`src/rtl/dmux8way16_buf.sv`:
```
// 1-to-8 demultiplexer of 16-bit words with a one-entry valid/ready buffer per channel.
// Optional broadcast (load all eight channels at once) is enabled by DMUX8WAY16_BUF_BROADCAST_EN.
module dmux8way16_buf #(
    parameter int unsigned CNT_W = 16
) (
    input  logic             clk,
    input  logic             rst_n,
    input  logic [15:0]      in,
    input  logic [2:0]       sel,
    input  logic             in_valid,
`ifdef DMUX8WAY16_BUF_BROADCAST_EN
    input  logic             bcast,
`endif
    output logic             in_ready,
    output logic [15:0]      out0,
    output logic [15:0]      out1,
    output logic [15:0]      out2,
    output logic [15:0]      out3,
    output logic [15:0]      out4,
    output logic [15:0]      out5,
    output logic [15:0]      out6,
    output logic [15:0]      out7,
    output logic [7:0]       out_valid,
    input  logic [7:0]       out_ready,
    output logic [CNT_W-1:0] count
);

    logic [7:0]       valid_q;
    logic [7:0]       valid_d;
    logic [15:0]      data_q [8];
    logic [CNT_W-1:0] count_q;
    logic [CNT_W-1:0] count_d;
    logic [7:0]       drain;
    logic [7:0]       fill;
    logic             ready_sel;
    logic             accept;
`ifdef DMUX8WAY16_BUF_BROADCAST_EN
    logic             ready_all;
`endif

    always_comb begin
        drain     = valid_q & out_ready;
        ready_sel = !valid_q[sel] || out_ready[sel];
`ifdef DMUX8WAY16_BUF_BROADCAST_EN
        // Broadcast needs every channel to be free by the end of this cycle.
        ready_all = &(~valid_q | out_ready);
        in_ready  = !rst_n || (bcast ? ready_all : ready_sel);
`else
        in_ready  = !rst_n || ready_sel;
`endif
        accept    = rst_n && in_valid && in_ready;
        fill      = 8'h00;
        if (accept) begin
`ifdef DMUX8WAY16_BUF_BROADCAST_EN
            fill = bcast ? 8'hFF : (8'h01 << sel);
`else
            fill = 8'h01 << sel;
`endif
        end
        // A refill wins over a drain on the same channel, so no bubble is created.
        valid_d = (valid_q & ~drain) | fill;
        count_d = count_q + CNT_W'(accept);
    end

    always_ff @(posedge clk) begin
        if (!rst_n) begin
            valid_q <= 8'h00;
            count_q <= '0;
            for (int k = 0; k < 8; k++) begin
                data_q[k] <= 16'h0000;
            end
        end else begin
            valid_q <= valid_d;
            count_q <= count_d;
            for (int k = 0; k < 8; k++) begin
                if (fill[k]) begin
                    data_q[k] <= in;
                end
            end
        end
    end

    assign out_valid = valid_q;
    assign count     = count_q;
    assign out0      = data_q[0];
    assign out1      = data_q[1];
    assign out2      = data_q[2];
    assign out3      = data_q[3];
    assign out4      = data_q[4];
    assign out5      = data_q[5];
    assign out6      = data_q[6];
    assign out7      = data_q[7];

endmodule

```
`config.mk`:
```
export PLATFORM = sky130hd
export DESIGN_NAME = dmux8way16_buf
export DESIGN_NICKNAME = d
export VERILOG_FILES = /design/src/rtl/dmux8way16_buf.sv
export SDC_FILE = /design/constraint.sdc
export NUM_CORES = 1
export LEC_CHECK = 0
export ABC_AREA = 0
export CAP_MARGIN = 40
export CORE_UTILIZATION = 35
export DETAILED_ROUTE_END_ITERATION = 8
export PLACE_DENSITY_LB_ADDON = 0.05
export SKIP_LAST_GASP = 1
export SYNTH_ARGS = -nofsm -noshare
export SYNTH_HDL_FRONTEND = slang
export SYNTH_SLANG_ARGS = --single-unit
```
`constraint.sdc`:
```
create_clock -name clk -period 7.1 [get_ports clk]
set_input_delay 0.71 -clock clk [delete_from_list [all_inputs] [get_ports clk]]
set_output_delay 0.71 -clock clk [all_outputs]
set_load 0.02 [all_outputs]
```
==> results of run 1 <==
[cells by family (layout without fill, tap and decap cells)]
logic type | count (synthesis) | after routing | synth area share
AO/OA/AOI/OAI | 22 | 22 | 0.0239
XOR/XNOR | 10 | 10 | 0.0150
adder cells (fa/ha/maj) | 2 | 2 | 0.00427
buffers and inverters | 23 | 222 | 0.0222
flip-flops | 152 | 152 | 0.738
multiplexers | 4 | 4 | 0.0115
AND/OR/NAND/NOR | 184 | 184 | 0.185
[per-stage QoR]
stage	cell area, sq um	setup WS (ns)	power (mW)	util	cells
floorplan	5860	4.09	1.18	-	397
global placement	7860	3.28	1.34	0.487	778
detailed placement	7880	3.20	1.34	0.489	780
CTS	8500	3.43	2.27	0.527	812
global route	8500	3.35	2.33	0.527	812
finish	8500	3.42	2.25	0.527	812
[area by class of cell]
class                      count  area [sq um]  share of cell area
clock buffer                  25           505              0.0595
inverter                       5          18.8             0.00221
multi-input combinational    222          1410               0.166
clock inverter                 7           115              0.0135
tap                          216           270              0.0318
sequential                   152          4320               0.509
timing repair buffer         185          1850               0.218
[cells in the final DEF, fill, tap and decap left out, types with 3 or more instances in the layout]
| master | Yosys | final |
|---|---|---|
| clkdlybuf4s50_1 | 0 | 182 |
| edfxtp_1 | 128 | 128 |
| and2_1 | 82 | 82 |
| and3_1 | 33 | 33 |
| dfxtp_1 | 24 | 24 |
| clkbuf_16 | 0 | 17 |
| nand2_1 | 13 | 13 |
| nor2_1 | 13 | 13 |
| nand2b_1 | 11 | 11 |
| xnor2_1 | 8 | 8 |
| a21oi_1 | 8 | 8 |
| nand4_1 | 5 | 5 |
| nand3_1 | 5 | 5 |
| clkbuf_8 | 0 | 5 |
| nor2b_1 | 4 | 4 |
| inv_1 | 4 | 4 |
| nor4_1 | 4 | 4 |
| nor3_1 | 5 | 4 |
| o21ai_0 | 4 | 4 |
| or3_1 | 3 | 3 |
| clkbuf_1 | 8 | 3 |
| bufinv_16 | 0 | 3 |
[flip-flops by register name (all words and copies together), names as in the netlist]
signal,flops
count,16
out_valid,8
data_q,128
[metal layers]
layer  vias to the layer above  wire [um]  track usage
li1                       1802          -            -
met1                      1870       6340        0.211
met2                       147       7080        0.286
met3                        13        990       0.0617
met4                         0        154       0.0556
met5                         -          0            0
[how the worst max path moves through the flow]
stage            from            end  slack, ns
2_1_floorplan  sel[1]  data_q[0][48]       4.09
3_3_place_gp   sel[1]  data_q[0][58]       3.28
3_5_place_dp   sel[1]  data_q[0][55]       3.20
4_1_cts        sel[0]       in_ready       3.43
5_1_grt        sel[0]       in_ready       3.35
6_report       sel[0]       in_ready       3.42
[worst min-delay path, cell delays in order (launching register included)]
cell and delay, ns:
dfxtp_1 0.33, nand2_1 0.08, o21bai_1 0.06
[power by group]
group | switching [mW] | internal (mW) | leakage (nW)
clock | 0.335 | 0.599 | 0.301
combinational | 0.149 | 0.120 | 1.37
sequential | 0.0199 | 1.03 | 1.41
total | 0.504 | 1.75 | 3.09
==> results.toml, run 1 <==
[die]
dieArea_sq_um = 17300
start_util = 0.364
core_sq_um = 16100
die_x_um = 131
fp-row-count = 46
dieHeight_um = 131
io-pin-count = 183

[setup_path]
critPathBufInv = 2
crit_fanout = 10
reg2reg_to = "data_q[0][61]"
rr_startpoint = "out_valid[0]"
cpPeakStageDelay_ns = 0.72
slowest_stage = "clkdlybuf4s50_1"
start_kind = "input port"
crit_top_cell = "clkdlybuf4s50_1"
end_kind = "output port"
cp.arrival_ns = 2.97
cp_top_family = "buffers and inverters"
reg2regPathDepth = 4
critPathKind = "in2out"
ff2ff_setup_slack_ns = 4.38
cp_cell_sequence = "clkdlybuf4s50_1 -> mux4_2 -> nor2b_1 -> a211o_1 -> clkdlybuf4s50_1"
crit_cells = 5
worstPathRequired_ns = 6.39

[timing]
slew_headroom = 0.367
hold_viol = 0
tightest_slew_ns = 0.947
max_freq_mhz = 271
post-route-min-period_ns = 3.68
setup_violations = 0
drv_slew = 0
rsz0062_at_grt = "false"
final.setup.tns_ns = 0
clock_skew_ns = 0.00666
fin_crit_sh = 0.519
holdWs_ns = 0.502

[route]
drc = 0
first_pass_iters = 5
wl_per_cell_um = 17.9
first_iter_violations = 171
vias = 3832
vias_per_cell = 4.72
wl_um = 14600
ant_nets = 0

[synthesis]
synth_edf_count = 128
async_flop_share = 0
synth_cell_types = 39
yosysSeqAreaShare = 0.738
ys_top_cells_by_area = "edfxtp_1 (66%), and2_1 (8.8%), dfxtp_1 (8.2%), and3_1 (3.5%), xnor2_1 (1.2%)"
synth_area_sq_um = 5860
synth_top_area_cell = "edfxtp_1"
ys_seq_elements = 152
synth_nets = 429
yosys_warnings = 0
netlist_instances = 397
synth_top_area_share = 0.656
synth.top_cells.by_count = "edfxtp_1 (128), and2_1 (82), and3_1 (33)"
synthFlopType = "edfxtp_1"
syn_area_per_cell_sq_um = 14.8
synthMostInstantiatedCell = "edfxtp_1"

[cts]
cts_setup_buffers = 0
hold_buffers = 0
cts_sinks = 152
cts_buffer_depth = 2
clk-insertion-delay-late_ns = 0.41
cts.clk_slew.worst_paths_ns = 0.06
cts_root_buf = "clkbuf_16"
post_cts_resized = 0
cts_tree = "yes"
htree_num_levels = 4
cts_buffers = 17

[placement]
io_buffers = 182
dp_hpwl_um = 10500
gp_congestion = 0.791

[min_path]
min_to = "out_valid[2]"
min_path_type = "reg2reg"
hp-start = "out_valid[2]"
worstHoldPathCells = 2

[cells_and_area]
nets = 615
syn2layout_area_growth_pct = 45.1
nFillCells = 1339
layout-drive-gt1-share = 0.0654
antennaDiodeCount = 0

[global_routing]
grt_pass1_vias = 3858
antenna_found_initial = 0
grt-ovfl-total = 0
grt_pass1_wl_um = 22200
grt_use_total = 0.173
grt_max_degree = 37

[outcome]
status = "finished, final reports clean"

[pwr]
leakage_nw = 3.09
power_density_nw_per_um2 = 265
peakVddDrop_v = 0.000180

[job]
drv_cap = 0
Note: power is estimated with default switching activity, not from simulation.
==> run 2: changes to the inputs <==
- clock period: 7.1 -> 3.76 ns (I/O delays scaled with it)
==> run 2 against run 1 <==
Clock skew is 0.0035 ns higher. Cell count increased by 0.74%. Non-clock buffer count is 6 higher. Combinational power rose by 90%. Count of clock-buffer cells in the layout increased by 2. Sequential power rose by 88%. Hold slack worse by 0.0034 ns. Critical path depth unchanged. Total power up 85%. First-iteration DRC count up 59%. Utilization increased by 0.078 points.
==> results.toml, run 2 (synthesis results as in run 1) <==
[timing]
drv_slew = 0
holdWs_ns = 0.499
rsz0062_at_grt = "false"
post-route-min-period_ns = 2.99
hold_viol = 0
setup_violations = 0
clock_skew_ns = 0.0101
max_freq_mhz = 335
final.setup.tns_ns = 0
fin_crit_sh = 0.795
tightest_slew_ns = 0.824
slew_headroom = 0.448

[route]
vias_per_cell = 4.62
drc = 0
ant_nets = 0
wl_um = 14200
vias = 3782
first_iter_violations = 272
wl_per_cell_um = 17.3
first_pass_iters = 4

[pwr]
peakVddDrop_v = 0.000316
power_density_nw_per_um2 = 488
power_mw = 4.16
leakage_nw = 3.11

[cells_and_area]
stdcell_count = 818
stdcell_area_sq_um = 8510
largest_reg_flops = 128
nets = 621
top_register = "data_q"
antennaDiodeCount = 0
layout-drive-gt1-share = 0.0764
mostFrequentLayoutCell = "clkdlybuf4s50_1"
layout_common_cells = "clkdlybuf4s50_1 (182), edfxtp_1 (128), and2_1 (82)"
syn2layout_area_growth_pct = 45.3

[placement]
gp_congestion = 0.852
placedCellCount = 786
dp_hpwl_um = 10100
placed_area_sq_um = 7920
io_buffers = 182

[cts]
cts_buffer_depth = 2
cts_setup_buffers = 0
cts.clk_slew.worst_paths_ns = 0.06
htree_num_levels = 4
cts_root_buf = "clkbuf_16"
hold_buffers = 0
cts_buffers = 17
clk-insertion-delay-late_ns = 0.42
post_cts_resized = 0
cts_tree = "yes"
cts_sinks = 152

[global_routing]
grt-busiest-layer = "met2"
grtUsageMet2 = 0.288
use_met1 = 0.201
grt_pass1_vias = 3803
grt_pass1_wl_um = 21900
grt_use_total = 0.170
met3_usage = 0.0529
antenna_found_initial = 0
grt-ovfl-total = 0
grt_max_degree = 36

[die]
die_x_um = 131
fp-row-count = 46
io-pin-count = 183
dieHeight_um = 131
core_sq_um = 16100
dieArea_sq_um = 17300
start_util = 0.364

[setup_path]
ff2ff_setup_slack_ns = 1.40
worstPathRequired_ns = 3.38
cp.arrival_ns = 2.61
critPathKind = "in2out"
start_kind = "input port"
rr_startpoint = "out_valid[5]"
reg2reg_to = "count[12]"
reg2regPathDepth = 10
crit_fanout = 10
end_kind = "output port"

[min_path]
min_path_type = "reg2reg"
worstHoldPathCells = 2
hp-start = "count[15]"
min_to = "count[15]"

[outcome]
status = "finished, final reports clean"

[job]
drv_cap = 0
[run 2: cell count changes in the layout (fill, tap and decap cells not counted), sizes merged]
cell	before	now
buf	3	9
clkinvlp	1	0
clkinv	4	5
inv	4	5
clkbuf	25	27
bufinv	3	0
[run 2: metal layers]
layer | up-vias | share of wire
met1 | 1824 | 0.43
li1 | 1813 | -
met4 | 0 | 0.016
met2 | 128 | 0.49
met3 | 17 | 0.061
met5 | - | 0
[run 2: power breakdown]
part	total [mW]	leakage (nW)	switching (mW)	internal, mW
Combinational	0.511	1.40	0.282	0.229
Clock	1.67	0.299	0.637	1.03
Sequential	1.97	1.41	0.0328	1.94
Total	4.16	3.11	0.952	3.20
[run 2: critical path: stages]
cell and delay [ns]:
clkdlybuf4s50_1 0.69, mux4_2 0.57, nor2b_1 0.15, a211o_1 0.29, clkdlybuf4s50_1 0.55
[run 2: how the worst max path moves through the flow]
stage           start  slack [ns]            end  cells after the start
6_report       sel[0]        0.77       in_ready                      5
2_1_floorplan  sel[1]        1.08  data_q[0][48]                      7
3_3_place_gp   sel[0]        0.60      count[10]                     11
5_1_grt        sel[0]        0.68       in_ready                      5
4_1_cts        sel[0]        0.77       in_ready                      5
3_5_place_dp   sel[0]        0.53      count[14]                     11
[run 2: final cells by class]
class | instances | area (sq um)
clock inverters | 5 | 30.0
multi-input cells | 222 | 1410
fillers | 1373 | 7600
repair buffers | 191 | 1890
well taps | 216 | 270
flip-flops and latches | 152 | 4320
inverters | 5 | 18.8
clock buffers | 27 | 566
[run 2: metrics by stage]
| stage | util | setup WS, ns |
|---|---|---|
| after floorplan | - | 1.08 |
| after global placement | 0.491 | 0.600 |
| after detailed placement | 0.491 | 0.534 |
| after CTS | 0.528 | 0.768 |
| after global routing | 0.528 | 0.677 |
| final | 0.528 | 0.771 |
